`src/rtl/arc4_pkg.sv`:
```
// Shared types and constants for the ARC4 top-level sequencer.
package arc4_pkg;

    localparam int unsigned DEF_TIMEOUT_CYCLES = 4096;
    localparam int unsigned ADDR_W             = 8;
    localparam int unsigned DATA_W             = 8;

    typedef enum logic [3:0] {
        ST_IDLE,
        ST_INIT_GO,
        ST_INIT_WAIT,
        ST_KSA_GO,
        ST_KSA_WAIT,
        ST_PRGA_GO,
        ST_PRGA_WAIT,
        ST_DONE,
        ST_ERR
    } sched_state_t;

    typedef enum logic [1:0] {
        PH_NONE = 2'd0,
        PH_INIT = 2'd1,
        PH_KSA  = 2'd2,
        PH_PRGA = 2'd3
    } phase_t;

    // One phase module's request to the single-port S memory.
    typedef struct packed {
        logic [ADDR_W-1:0] addr;
        logic [DATA_W-1:0] wrdata;
        logic              wren;
    } s_req_t;

endpackage

```
`src/rtl/s_mem_mux.sv`:
```
// S-memory port arbiter: the selected phase owns the port, everyone else is
// dropped and flagged if it tries to write.
module s_mem_mux
    import arc4_pkg::*;
(
    input  phase_t i_sel,
    input  s_req_t i_init,
    input  s_req_t i_ksa,
    input  s_req_t i_prga,
    output s_req_t o_req,
    output logic   o_conflict
);

    always_comb begin
        o_req      = '0;
        o_conflict = 1'b0;
        case (i_sel)
            PH_INIT: begin
                o_req      = i_init;
                o_conflict = i_ksa.wren | i_prga.wren;
            end
            PH_KSA: begin
                o_req      = i_ksa;
                o_conflict = i_init.wren | i_prga.wren;
            end
            PH_PRGA: begin
                o_req      = i_prga;
                o_conflict = i_init.wren | i_ksa.wren;
            end
            default: begin
                // No owner: any write request is from a non-owner.
                o_conflict = i_init.wren | i_ksa.wren | i_prga.wren;
            end
        endcase
    end

endmodule

```
`src/rtl/arc4_sched.sv`:
```
// ARC4 top-level sequencer: runs init, KSA and PRGA in order via rdy/en
// handshakes, guards each phase with a watchdog and grants the S memory.
module arc4_sched
    import arc4_pkg::*;
#(
    parameter int unsigned TIMEOUT_CYCLES = DEF_TIMEOUT_CYCLES,
    parameter int unsigned CNT_W          = $clog2(TIMEOUT_CYCLES + 1)
) (
    input  logic              clk,
    input  logic              rst,
    input  logic              en,
    output logic              rdy,
    output logic              done,
    output logic              err,
    output logic              conflict,
    output logic [1:0]        phase,
    output logic              init_en,
    output logic              ksa_en,
    output logic              prga_en,
    input  logic              init_rdy,
    input  logic              ksa_rdy,
    input  logic              prga_rdy,
    input  logic [ADDR_W-1:0] init_addr,
    input  logic [ADDR_W-1:0] ksa_addr,
    input  logic [ADDR_W-1:0] prga_addr,
    input  logic [DATA_W-1:0] init_wrdata,
    input  logic [DATA_W-1:0] ksa_wrdata,
    input  logic [DATA_W-1:0] prga_wrdata,
    input  logic              init_wren,
    input  logic              ksa_wren,
    input  logic              prga_wren,
    output logic [ADDR_W-1:0] s_addr,
    output logic [DATA_W-1:0] s_wrdata,
    output logic              s_wren
);

    sched_state_t     r_state;
    phase_t           r_phase;
    logic [CNT_W-1:0] r_cnt;
    logic             r_started;
    logic             r_rdy;
    logic             r_done;
    logic             r_err;
    logic             r_conflict;
    logic             r_init_en;
    logic             r_ksa_en;
    logic             r_prga_en;

    logic             w_cur_rdy;
    logic             w_in_wait;
    logic             w_complete;
    logic             w_expired;
    sched_state_t     w_wait_state;
    sched_state_t     w_next_state;
    phase_t           w_next_phase;
    s_req_t           w_req;
    logic             w_conflict;

    // Per-phase view of the active phase: its rdy and where it goes next.
    always_comb begin
        w_cur_rdy    = 1'b0;
        w_wait_state = ST_IDLE;
        w_next_state = ST_IDLE;
        w_next_phase = PH_NONE;
        case (r_phase)
            PH_INIT: begin
                w_cur_rdy    = init_rdy;
                w_wait_state = ST_INIT_WAIT;
                w_next_state = ST_KSA_GO;
                w_next_phase = PH_KSA;
            end
            PH_KSA: begin
                w_cur_rdy    = ksa_rdy;
                w_wait_state = ST_KSA_WAIT;
                w_next_state = ST_PRGA_GO;
                w_next_phase = PH_PRGA;
            end
            PH_PRGA: begin
                w_cur_rdy    = prga_rdy;
                w_wait_state = ST_PRGA_WAIT;
                w_next_state = ST_DONE;
                w_next_phase = PH_NONE;
            end
            default: ;
        endcase
    end

    assign w_in_wait  = (r_state == ST_INIT_WAIT) || (r_state == ST_KSA_WAIT) ||
                        (r_state == ST_PRGA_WAIT);
    assign w_complete = w_in_wait && w_cur_rdy && r_started;
    assign w_expired  = (r_cnt == CNT_W'(TIMEOUT_CYCLES - 1));

    // Sequencer FSM, watchdog and sticky status flags.
    always_ff @(posedge clk) begin
        if (rst) begin
            r_state    <= ST_IDLE;
            r_phase    <= PH_NONE;
            r_cnt      <= '0;
            r_started  <= 1'b0;
            r_rdy      <= 1'b1;
            r_done     <= 1'b0;
            r_err      <= 1'b0;
            r_conflict <= 1'b0;
            r_init_en  <= 1'b0;
            r_ksa_en   <= 1'b0;
            r_prga_en  <= 1'b0;
        end else begin
            r_init_en  <= 1'b0;
            r_ksa_en   <= 1'b0;
            r_prga_en  <= 1'b0;
            r_conflict <= r_conflict | w_conflict;
            case (r_state)
                ST_IDLE, ST_DONE, ST_ERR: begin
                    if (en) begin
                        r_state    <= ST_INIT_GO;
                        r_phase    <= PH_INIT;
                        r_cnt      <= '0;
                        r_started  <= 1'b0;
                        r_rdy      <= 1'b0;
                        r_done     <= 1'b0;
                        r_err      <= 1'b0;
                        r_conflict <= 1'b0;
                    end
                end
                ST_INIT_GO, ST_KSA_GO, ST_PRGA_GO: begin
                    r_started <= 1'b0;
                    r_cnt     <= r_cnt + CNT_W'(1);
                    if (w_expired) begin
                        r_state <= ST_ERR;
                        r_phase <= PH_NONE;
                        r_err   <= 1'b1;
                        r_rdy   <= 1'b1;
                    end else if (w_cur_rdy) begin
                        r_state   <= w_wait_state;
                        r_init_en <= (r_phase == PH_INIT);
                        r_ksa_en  <= (r_phase == PH_KSA);
                        r_prga_en <= (r_phase == PH_PRGA);
                    end
                end
                ST_INIT_WAIT, ST_KSA_WAIT, ST_PRGA_WAIT: begin
                    r_cnt <= r_cnt + CNT_W'(1);
                    if (!w_cur_rdy) begin
                        r_started <= 1'b1;
                    end
                    // Completion beats a same-cycle watchdog expiry.
                    if (w_complete) begin
                        r_state   <= w_next_state;
                        r_phase   <= w_next_phase;
                        r_cnt     <= '0;
                        r_started <= 1'b0;
                        if (w_next_state == ST_DONE) begin
                            r_done <= 1'b1;
                            r_rdy  <= 1'b1;
                        end
                    end else if (w_expired) begin
                        r_state <= ST_ERR;
                        r_phase <= PH_NONE;
                        r_err   <= 1'b1;
                        r_rdy   <= 1'b1;
                    end
                end
                default: begin
                    r_state <= ST_IDLE;
                    r_phase <= PH_NONE;
                    r_rdy   <= 1'b1;
                end
            endcase
        end
    end

    s_mem_mux u_mux (
        .i_sel      (r_phase),
        .i_init     ('{addr: init_addr, wrdata: init_wrdata, wren: init_wren}),
        .i_ksa      ('{addr: ksa_addr,  wrdata: ksa_wrdata,  wren: ksa_wren}),
        .i_prga     ('{addr: prga_addr, wrdata: prga_wrdata, wren: prga_wren}),
        .o_req      (w_req),
        .o_conflict (w_conflict)
    );

    assign s_addr   = w_req.addr;
    assign s_wrdata = w_req.wrdata;
    assign s_wren   = w_req.wren & ~rst;

    assign rdy      = r_rdy;
    assign done     = r_done;
    assign err      = r_err;
    assign conflict = r_conflict;
    assign phase    = r_phase;
    assign init_en  = r_init_en;
    assign ksa_en   = r_ksa_en;
    assign prga_en  = r_prga_en;

endmodule

```
`config.mk`:
```
export PLATFORM = sky130hd
export DESIGN_NAME = arc4_sched
export DESIGN_NICKNAME = d
export VERILOG_FILES = /design/src/rtl/arc4_pkg.sv /design/src/rtl/s_mem_mux.sv /design/src/rtl/arc4_sched.sv
export SDC_FILE = /design/constraint.sdc
export NUM_CORES = 1
export LEC_CHECK = 0
export CAP_MARGIN = 20
export CORE_ASPECT_RATIO = 1.25
export CORE_MARGIN = 2
export CORE_UTILIZATION = 37
export CTS_CLUSTER_SIZE = 28
export DETAILED_ROUTE_END_ITERATION = 8
export PLACE_DENSITY = 0.77
export REMOVE_ABC_BUFFERS = 1
export SLEW_MARGIN = 20
export SYNTH_ARGS = -nofsm -noshare
export SYNTH_HDL_FRONTEND = slang
export SYNTH_SLANG_ARGS = --single-unit
```
`constraint.sdc`:
```
create_clock -name clk -period 2.25 [get_ports clk]
set_input_delay 0.45 -clock clk [delete_from_list [all_inputs] [get_ports clk]]
set_output_delay 0.45 -clock clk [all_outputs]
set_load 0.03 [all_outputs]
```
**Word level (Yosys, flattened, before mapping)**

Index checks and enable logic that the tools add are counted.

- Register bits after elaboration: 27
- Bits of input ports: 57
- Output and inout bits: 26
- Word-level logic and storage cells: 93

- $add $sub $neg: 1
- Eq/ne operators: 21
- Muxes and demuxes: 34
- Bitwise gates (word level): 9
- Reductions and logical operators: 17

Operators with widths:

| cell | number |
|---|---|
| one-hot mux 17 bit (3 select lines) | 1 |
| one-hot mux 13 bit (3 select lines) | 1 |
| two-way mux 13 bit | 2 |
| == test 4 x 3 -> 1 bit (second input constant) | 5 |
| two-way mux 4 bit | 5 |
| one-hot mux 3 bit (3 select lines) | 2 |
| one-hot mux 1 bit (3 select lines) | 5 |
| adder 13 x 1 -> 13 bit (second input constant) | 1 |
| == test 13 x 12 -> 1 bit (second input constant) | 1 |
| inequality test 3 bit (second input constant) | 4 |
| one-hot mux 4 bit (3 select lines) | 1 |
| two-way mux 1 bit | 11 |
| AND reduction 3 bit | 3 |
| OR reduction 3 bit | 3 |
| == test 4 x 2 -> 1 bit (second input constant) | 2 |
| inequality test 2 bit (second input constant) | 4 |
| two-way mux 2 bit | 3 |
| one-hot mux 2 bit (3 select lines) | 1 |
| bitwise OR 1 bit | 5 |
| == test 2 bit (second input constant) | 2 |
| == test 4 x 1 -> 1 bit (second input constant) | 1 |
| == test 4 bit (second input constant) | 1 |
| logical NOT 4 bit | 1 |
| one-hot mux 2 bit (2 select lines) | 1 |
| other kinds (11) | 16 |

**Logic depth before layout (Yosys ltp)**

Gate-level depths: netlist (run 1).

- Depth in word-level cells: 7
- Gate-level depth with buffers: 7
- Depth with buffers taken out: 7

**Modules after synthesis**

A second synthesis (run 1) with hierarchy kept.

- Cells, all modules: 214
- Area, all modules: 1844.3 um^2

Modules (own cells, without submodules):

| module | times used | cells each | area an instance (um^2) |
|---|---|---|---|
| arc4_sched | 1 | 161 | 1452.6 |
| s_mem_mux | 1 | 53 | 391.6 |

**Worst setup path after synthesis (run 1)**

No wires, ideal clock.

- Kind: register to register
- From: reg r_phase[0], in the netlist phase[0]
- To: reg r_rdy, in the netlist rdy
- Library setup time: 0.115 ns
- Arrival: 2.356 ns
- Data required time: 2.135 ns
- Slack: -0.222 ns
- Stages on the path, launching flop included: 7
- Path buffers: 0
- Period minus slack after synthesis: 2.472 ns
- Path through: dfxtp_1 -> inv_1 -> ha_1 -> a222oi_1 -> nor4_4 -> or4_1 -> a31o_1

- Cells in the longest elaborated chain, start to end: 6

RTL lines:

| what | RTL line | source |
|---|---|---|
| start: declaration | arc4_sched.sv:38 | `phase_t r_phase;` |
| start signal: assignment | arc4_sched.sv:148 | `r_phase <= w_next_phase;` |
| branches (longest 6 deep; another with == test 4 x 3 -> 1 bit) | -- |  |
| end signal: assignment | arc4_sched.sv:100 | `r_rdy <= 1'b1;` |
| end signal: assignment | arc4_sched.sv:119 | `r_rdy <= 1'b0;` |
| end signal: assignment | arc4_sched.sv:153 | `r_rdy <= 1'b1;` |
| end: declaration | arc4_sched.sv:41 | `logic r_rdy;` |

Several ways; the timed one is not identified.
A chain may end at the register's enable or synchronous reset.

**Final worst setup path (run 1)**

- From: reg r_phase[0], in the netlist phase[0]
- To: out s_addr[4]

- Cells in the longest elaborated chain, start to end: 2

RTL lines:

| what | RTL line | source |
|---|---|---|
| == test 2 bit or == test 2 x 1 -> 1 bit (tied branches) | s_mem_mux.sv:17 | `case (i_sel)` |
| one-hot mux 17 bit (3 select lines) (*) | s_mem_mux.sv:17 |  |
| end: declaration | arc4_sched.sv:32 | `output logic [ADDR_W-1:0] s_addr,` |

Every way passes the cells marked *; elsewhere a longest branch is shown, timed or not.

==> results of run 1 <==
==> timing repair <==
action,CTS,global route
pin swaps,0,9
gates resized for setup,2,6
hold buffers,0,0
setup buffers,0,1
setup endpoints to repair,12,17
==> cell type report <==
class                      count  share of cell area (%)
inverter                       5                   0.688
sequential                    27                    20.0
timing repair buffer         101                    34.6
multi-input combinational    164                    40.4
tap                           58                    2.66
clock buffer                   4                    1.65
==> worst min-delay path by stage <==
stage | start | to
after floorplan | r_started | r_started
after global placement | done | done
after detailed placement | done | done
after CTS | r_started | r_started
after global routing | r_started | r_started
final | r_started | r_started
==> flip-flops by register name, summed over array words and instances (netlist names) <==
name and cells:
r_state 4, prga_en 1, rdy 1, r_started 1, r_cnt 13, init_en 1, ksa_en 1, done 1
err 1, phase 2, conflict 1
==> power by group through the flow <==
stage	clock network, mW	registers, mW	logic (mW)
2_1_floorplan	0	0.526	0.169
3_3_place_gp	0	0.517	0.392
3_5_place_dp	0	0.518	0.395
4_1_cts	0.280	0.507	0.395
5_1_grt	0.303	0.510	0.434
6_report	0.277	0.508	0.400
==> kinds of logic after synthesis <==
| group | Yosys count | share of synthesized area (%) |
|---|---|---|
| buf+inv | 19 | 5.15 |
| fa+ha+maj | 7 | 5.07 |
| compound gates | 50 | 23.1 |
| xor+xnor | 9 | 4.57 |
| simple gates | 97 | 30.2 |
| flops | 27 | 31.3 |
| mux | 1 | 0.580 |
==> per-layer routing <==
metal / track usage, % / up-vias
met5: 0 / -
met4: 5.42 / 0
met3: 5.88 / 6
met2: 41.3 / 98
met1: 25.4 / 934
li1: - / 969
==> worst max-delay path: cells and delay by family, from the launching register on <==
family	cells	cell delay [ns]
AO/OA/AOI/OAI	1	0.37
adder cells (fa/ha/maj)	1	0.23
buffers and inverters	2	0.38
flip-flops	1	0.37
AND/OR/NAND/NOR	1	0.07
==> placed cells by master, fill, tap and decap left out, drive strengths merged, types with 5 or more instances in the layout <==
cell type      instances
nand3                  6
nor3                   5
buf                   36
nand2                  8
nand2b                 6
nor2                  36
ha                     7
nand4                  7
a222oi                18
inv                    5
or3                    7
a21oi                 11
o21ai                  6
dfxtp                 27
xor2                   8
clkdlybuf4s50         65
==> metrics by stage <==
stage                     hold slack [ns]  cells  total power, mW  setup TNS, ns  worst slack, ns
final                               0.472    359             1.19              0           0.0998
after detailed placement            0.466    354            0.913        -0.0787          -0.0421
after floorplan                     0.435    196            0.695          -3.50           -0.425
after global placement              0.463    354            0.909        -0.0692          -0.0692
after CTS                           0.479    358             1.18              0           0.0121
after global routing                0.495    359             1.25              0         0.000991
==> results.toml, run 1 <==
[run_status]
outcome = "finished, final reports clean"

[finish]
final_nets = 366
finalCoreUtilization_pct = 61.2
drive_above_1_share_pct = 16.3
insertedDiodeCount = 0
area_of_combinational_cells_with_multiple_inputs_sq_um = 1100
fillerInstances = 411
stdcell_area_sq_um = 2730
ff_latch_area_sq_um = 546
area.growth.synth_to_final_pct = 58.0

[pwr]
power_switching_share_pct = 30.3
total_leakage_power_nw = 1.02
total_switching_power_mw = 0.359
fraction_of_power_consumed_by_sequential_logic_pct = 42.9
internal_power_mw = 0.826
peakVddDrop_mv = 0.222
p_clk_share_pct = 23.4
gate_power_share_pct = 33.7
power.density_cell_area_nw_per_um2 = 434

[route]
drt_drc_violations_left = 0
wl_met2_microns = 2880
post_drt_wl_per_cell_microns = 15.6
met1_length_microns = 2150
totalWireLength_microns = 5610
post_drt_via_cell_ratio = 5.59
highest-signal-layer = "met4"
via_count = 2007
firstDrtPassIters = 4
route.antenna.remaining_nets = 0
met3_length_microns = 536
detailedRoute.firstIterationViolations = 136

[worst_hold_path]
timing.hold.worst.class = "flip-flop to flip-flop"
timing.hold.worst_path_depth = 2

[global_route]
number_of_global_route_vias_before_repair = 2039
grt_usage_pct = 22.4
gr-total-overflow = 0
pin_count_of_the_biggest_net_entering_global_routing = 21
grt_first_pass_wirelength_microns = 9250
antenna_found_initial = 0

[floorplanning]
dieWidth_microns = 65.1
top_level_ports = 83
placeable_area_sq_um = 4460
die-height_microns = 80.4
floorplan.initialDensity_pct = 38.7
die_area_sq_um = 5230
rows = 27

[clocking]
clock_tree.root_cell = "sky130_fd_sc_hd__clkbuf_8"
tritoncts_clock_tree = "yes"
cts_max_path_buffers = 2
h-tree-depth = 1
clock_sink_count = 27
clock_insertion_delay_at_the_later_pin_of_the_skew_report_ns = 0.27
clk_pin_slew_worst_setup_hold_paths_ns = 0.09
cts_made_buffers = 3

[setup_path]
timing.critical_path.mode_cell = "sky130_fd_sc_hd__buf_4"
timing.critical_path.slowest_cell_delay_ns = 0.37
cpMaxStageDelayCell = "sky130_fd_sc_hd__dfxtp_4"
endpoint = "s_addr[4]"
r2r_end = "rdy"
critPathLaunchType = "flip-flop"
cp-startpoint = "phase[0]"
ff2ff_path_depth = 7
cp.arrival_ns = 1.70
critical_path.reg2reg.startpoint = "phase[0]"
critical_path_peak_fanout = 15
critPathRequiredTime_ns = 1.80
reg2reg_slack_ns = 0.14
worstPathCellList = "ha_1 -> buf_4 -> a222oi_1 -> nor2_1 -> buf_4"
endpoint_kind = "output pin"
path_type_of_the_worst_setup_path = "flip-flop to output pin"

[timing]
setup_viol_count_final = 0
fmax_mhz = 465
relSlewSlack_pct = 69.0
worst_clock_skew_ns = 0.00112
final.period_utilization_pct = 95.6
worst_pin_slew_ns = 0.458
timing_hold_violations_final = 0
maxSlewViolCount = 0
grt_setup_unrepaired = "no"
post-route-min-period_ns = 2.15

[yosys]
synth_enable_flop_cells = 0
synth.avg_cell_area_sq_um = 8.22
yosys.area.top_type_share_pct = 31.3
synth.cells.most_frequent = "sky130_fd_sc_hd__nor2_1, sky130_fd_sc_hd__dfxtp_1, sky130_fd_sc_hd__a222oi_1"
synth_most_common_cell = "sky130_fd_sc_hd__nor2_1"
post_synth_num_cell_types = 45
synth_area_sq_um = 1730
ys.flop_type = "sky130_fd_sc_hd__dfxtp_1"
synth-async-reset-ratio_pct = 0
syn_inst = 210
yosys-top-cells-area = "sky130_fd_sc_hd__dfxtp_1, sky130_fd_sc_hd__a222oi_1, sky130_fd_sc_hd__nor2_1"
synth_seq_area_share_pct = 31.3
synth_top_area_cell = "sky130_fd_sc_hd__dfxtp_1"
ys.warnings.count = 0
ys_seq_elements = 27

[run]
drv.max_cap_violation_count = 0

[placement]
hpwl_microns = 4500
place.gp.congestion = 0.852
placement.cell_area_sq_um = 2660
placement.io_buffers = 82
Power figures use the tool's default switching activity.
==> inputs of run 2 (changes only) <==
- RECOVER_POWER: default -> 25
==> run 2 against run 1 <==
Compared with the run above: non-clock buffer count did not move; register-to-register slack barely moved; global-route usage did not move; combinational power barely moved; power fell by 0.16%; hold slack improved by 0.00059 ns; utilization did not move; critical path depth rose by 1; highest routed layer unchanged.
==> results.toml, run 2 (same netlist as run 1, synthesis figures left out) <==
[pwr]
gate_power_share_pct = 33.6
power_switching_share_pct = 30.4
totalPowerFinal_mw = 1.18
internal_power_mw = 0.824
fraction_of_power_consumed_by_sequential_logic_pct = 42.9
power.density_cell_area_nw_per_um2 = 434
peakVddDrop_mv = 0.221
total_switching_power_mw = 0.359
total_leakage_power_nw = 1.04
p_clk_share_pct = 23.5

[timing]
relSlewSlack_pct = 69.1
timing_hold_violations_final = 0
post-route-min-period_ns = 2.15
worst_pin_slew_ns = 0.457
maxSlewViolCount = 0
totalNegativeSetupSlack_ns = 0
setup_viol_count_final = 0
hold-worst-slack_ns = 0.473
worst_clock_skew_ns = 0.00184
setup_slack_ns = 0.101
grt_setup_unrepaired = "no"
final.period_utilization_pct = 95.5
fmax_mhz = 465

[finish]
area.growth.synth_to_final_pct = 58.0
top_library_cells_by_usage_in_the_layout_fill_and_taps_aside = "sky130_fd_sc_hd__clkdlybuf4s50_1, sky130_fd_sc_hd__nor2_1, sky130_fd_sc_hd__buf_4, sky130_fd_sc_hd__dfxtp_1, sky130_fd_sc_hd__a222oi_1"
final_nets = 366
stdcell_area_sq_um = 2730
largest-register = "r_cnt"
insertedDiodeCount = 0
finalCoreUtilization_pct = 61.2
drive_above_1_share_pct = 16.3
mostFrequentLayoutCell = "sky130_fd_sc_hd__clkdlybuf4s50_1"
largest_register_ffs = 13
layout.cells.non_filler = 359

[floorplanning]
die_area_sq_um = 5230
dieWidth_microns = 65.1
die-height_microns = 80.4
floorplan.initialDensity_pct = 38.7
placeable_area_sq_um = 4460
top_level_ports = 83
rows = 27

[clocking]
h-tree-depth = 1
clock_sink_count = 27
clock_tree.root_cell = "sky130_fd_sc_hd__clkbuf_8"
clk_pin_slew_worst_setup_hold_paths_ns = 0.09
clock_insertion_delay_at_the_later_pin_of_the_skew_report_ns = 0.27
cts_max_path_buffers = 2
cts_made_buffers = 3
tritoncts_clock_tree = "yes"

[run]
drv.max_cap_violation_count = 0

[setup_path]
endpoint_kind = "output pin"
critical_path.reg2reg.startpoint = "phase[0]"
path_type_of_the_worst_setup_path = "flip-flop to output pin"
critical_path_peak_fanout = 20
ff2ff_path_depth = 7
critPathLaunchType = "flip-flop"
reg2reg_slack_ns = 0.13
critPathRequiredTime_ns = 1.80
cp.arrival_ns = 1.70
r2r_end = "rdy"
cp-startpoint = "phase[0]"

[placement]
placement.io_buffers = 82
placement.cell_area_sq_um = 2660
hpwl_microns = 4500
post-place-cells = 354
placement.setup.worst_slack_ns = -0.0421
place.gp.congestion = 0.852

[route]
post_drt_wl_per_cell_microns = 15.7
drt_drc_violations_left = 0
detailedRoute.firstIterationViolations = 133
firstDrtPassIters = 8
via_count = 2015
route.antenna.remaining_nets = 0
post_drt_via_cell_ratio = 5.61
totalWireLength_microns = 5630

[global_route]
number_of_global_route_vias_before_repair = 2039
gr-total-overflow = 0
grt_usage_pct = 22.4
antenna_found_initial = 0
pin_count_of_the_biggest_net_entering_global_routing = 21
grt_first_pass_wirelength_microns = 9250

[worst_hold_path]
timing.hold.worst.class = "flip-flop to flip-flop"
timing.hold.worst_path_depth = 2
hold-path-endpoint = "r_started"
timing.hold.worst.start = "r_started"

[run_status]
outcome = "finished, final reports clean"
-- run 2: cell types whose count changed in the layout (fill, tap and decap cells not counted) --
cell,before,now
sky130_fd_sc_hd__or2_0,0,1
sky130_fd_sc_hd__dlygate4sd3_1,0,8
sky130_fd_sc_hd__or2_1,2,1
sky130_fd_sc_hd__clkdlybuf4s50_1,65,57
-- run 2: worst max-delay path by stage --
| stage | endpoint |
|---|---|
| floorplan | rdy |
| global placement | rdy |
| detailed placement | r_state[2] |
| CTS | s_addr[3] |
| global route | s_addr[4] |
| finish | s_addr[3] |
-- run 2: area by class of cell --
class,instances,area [sq um]
Timing Repair Buffer,101,945
Fill cell,411,1730
Inverter,5,18.8
Sequential cell,27,546
Tap cell,58,72.6
Multi-Input combinational cell,164,1100
Clock buffer,4,45.0
-- run 2: repair_timing --
action	4_1_cts	5_1_grt
resized for setup	2	6
pin swaps	0	9
setup buffers	0	1
hold buffers	0	0
endpoints found under the setup margin	12	17
-- run 2: layer usage --
metal  part of all wire, %  global-route usage, %  wire [microns]
met5                     0                      0               0
met4                  0.75                   5.42              42
met2                    51                   41.3            2870
met3                   9.3                   5.88             523
met1                    39                   25.4            2200
-- run 2: power groups by stage --
stage	logic (mW)	registers, mW	clock network (mW)
5_1_grt	0.432	0.510	0.303
4_1_cts	0.395	0.507	0.280
3_3_place_gp	0.392	0.517	0
6_report	0.398	0.508	0.278
2_1_floorplan	0.169	0.526	0
3_5_place_dp	0.395	0.518	0
-- run 2: critical path, stage by stage, from the launching register on --
cell and delay (ns):
sky130_fd_sc_hd__dfxtp_4 0.38, sky130_fd_sc_hd__inv_1 0.09, sky130_fd_sc_hd__ha_2 0.22, sky130_fd_sc_hd__buf_6 0.16
sky130_fd_sc_hd__a222oi_1 0.26, sky130_fd_sc_hd__nor2_1 0.12, sky130_fd_sc_hd__buf_4 0.19
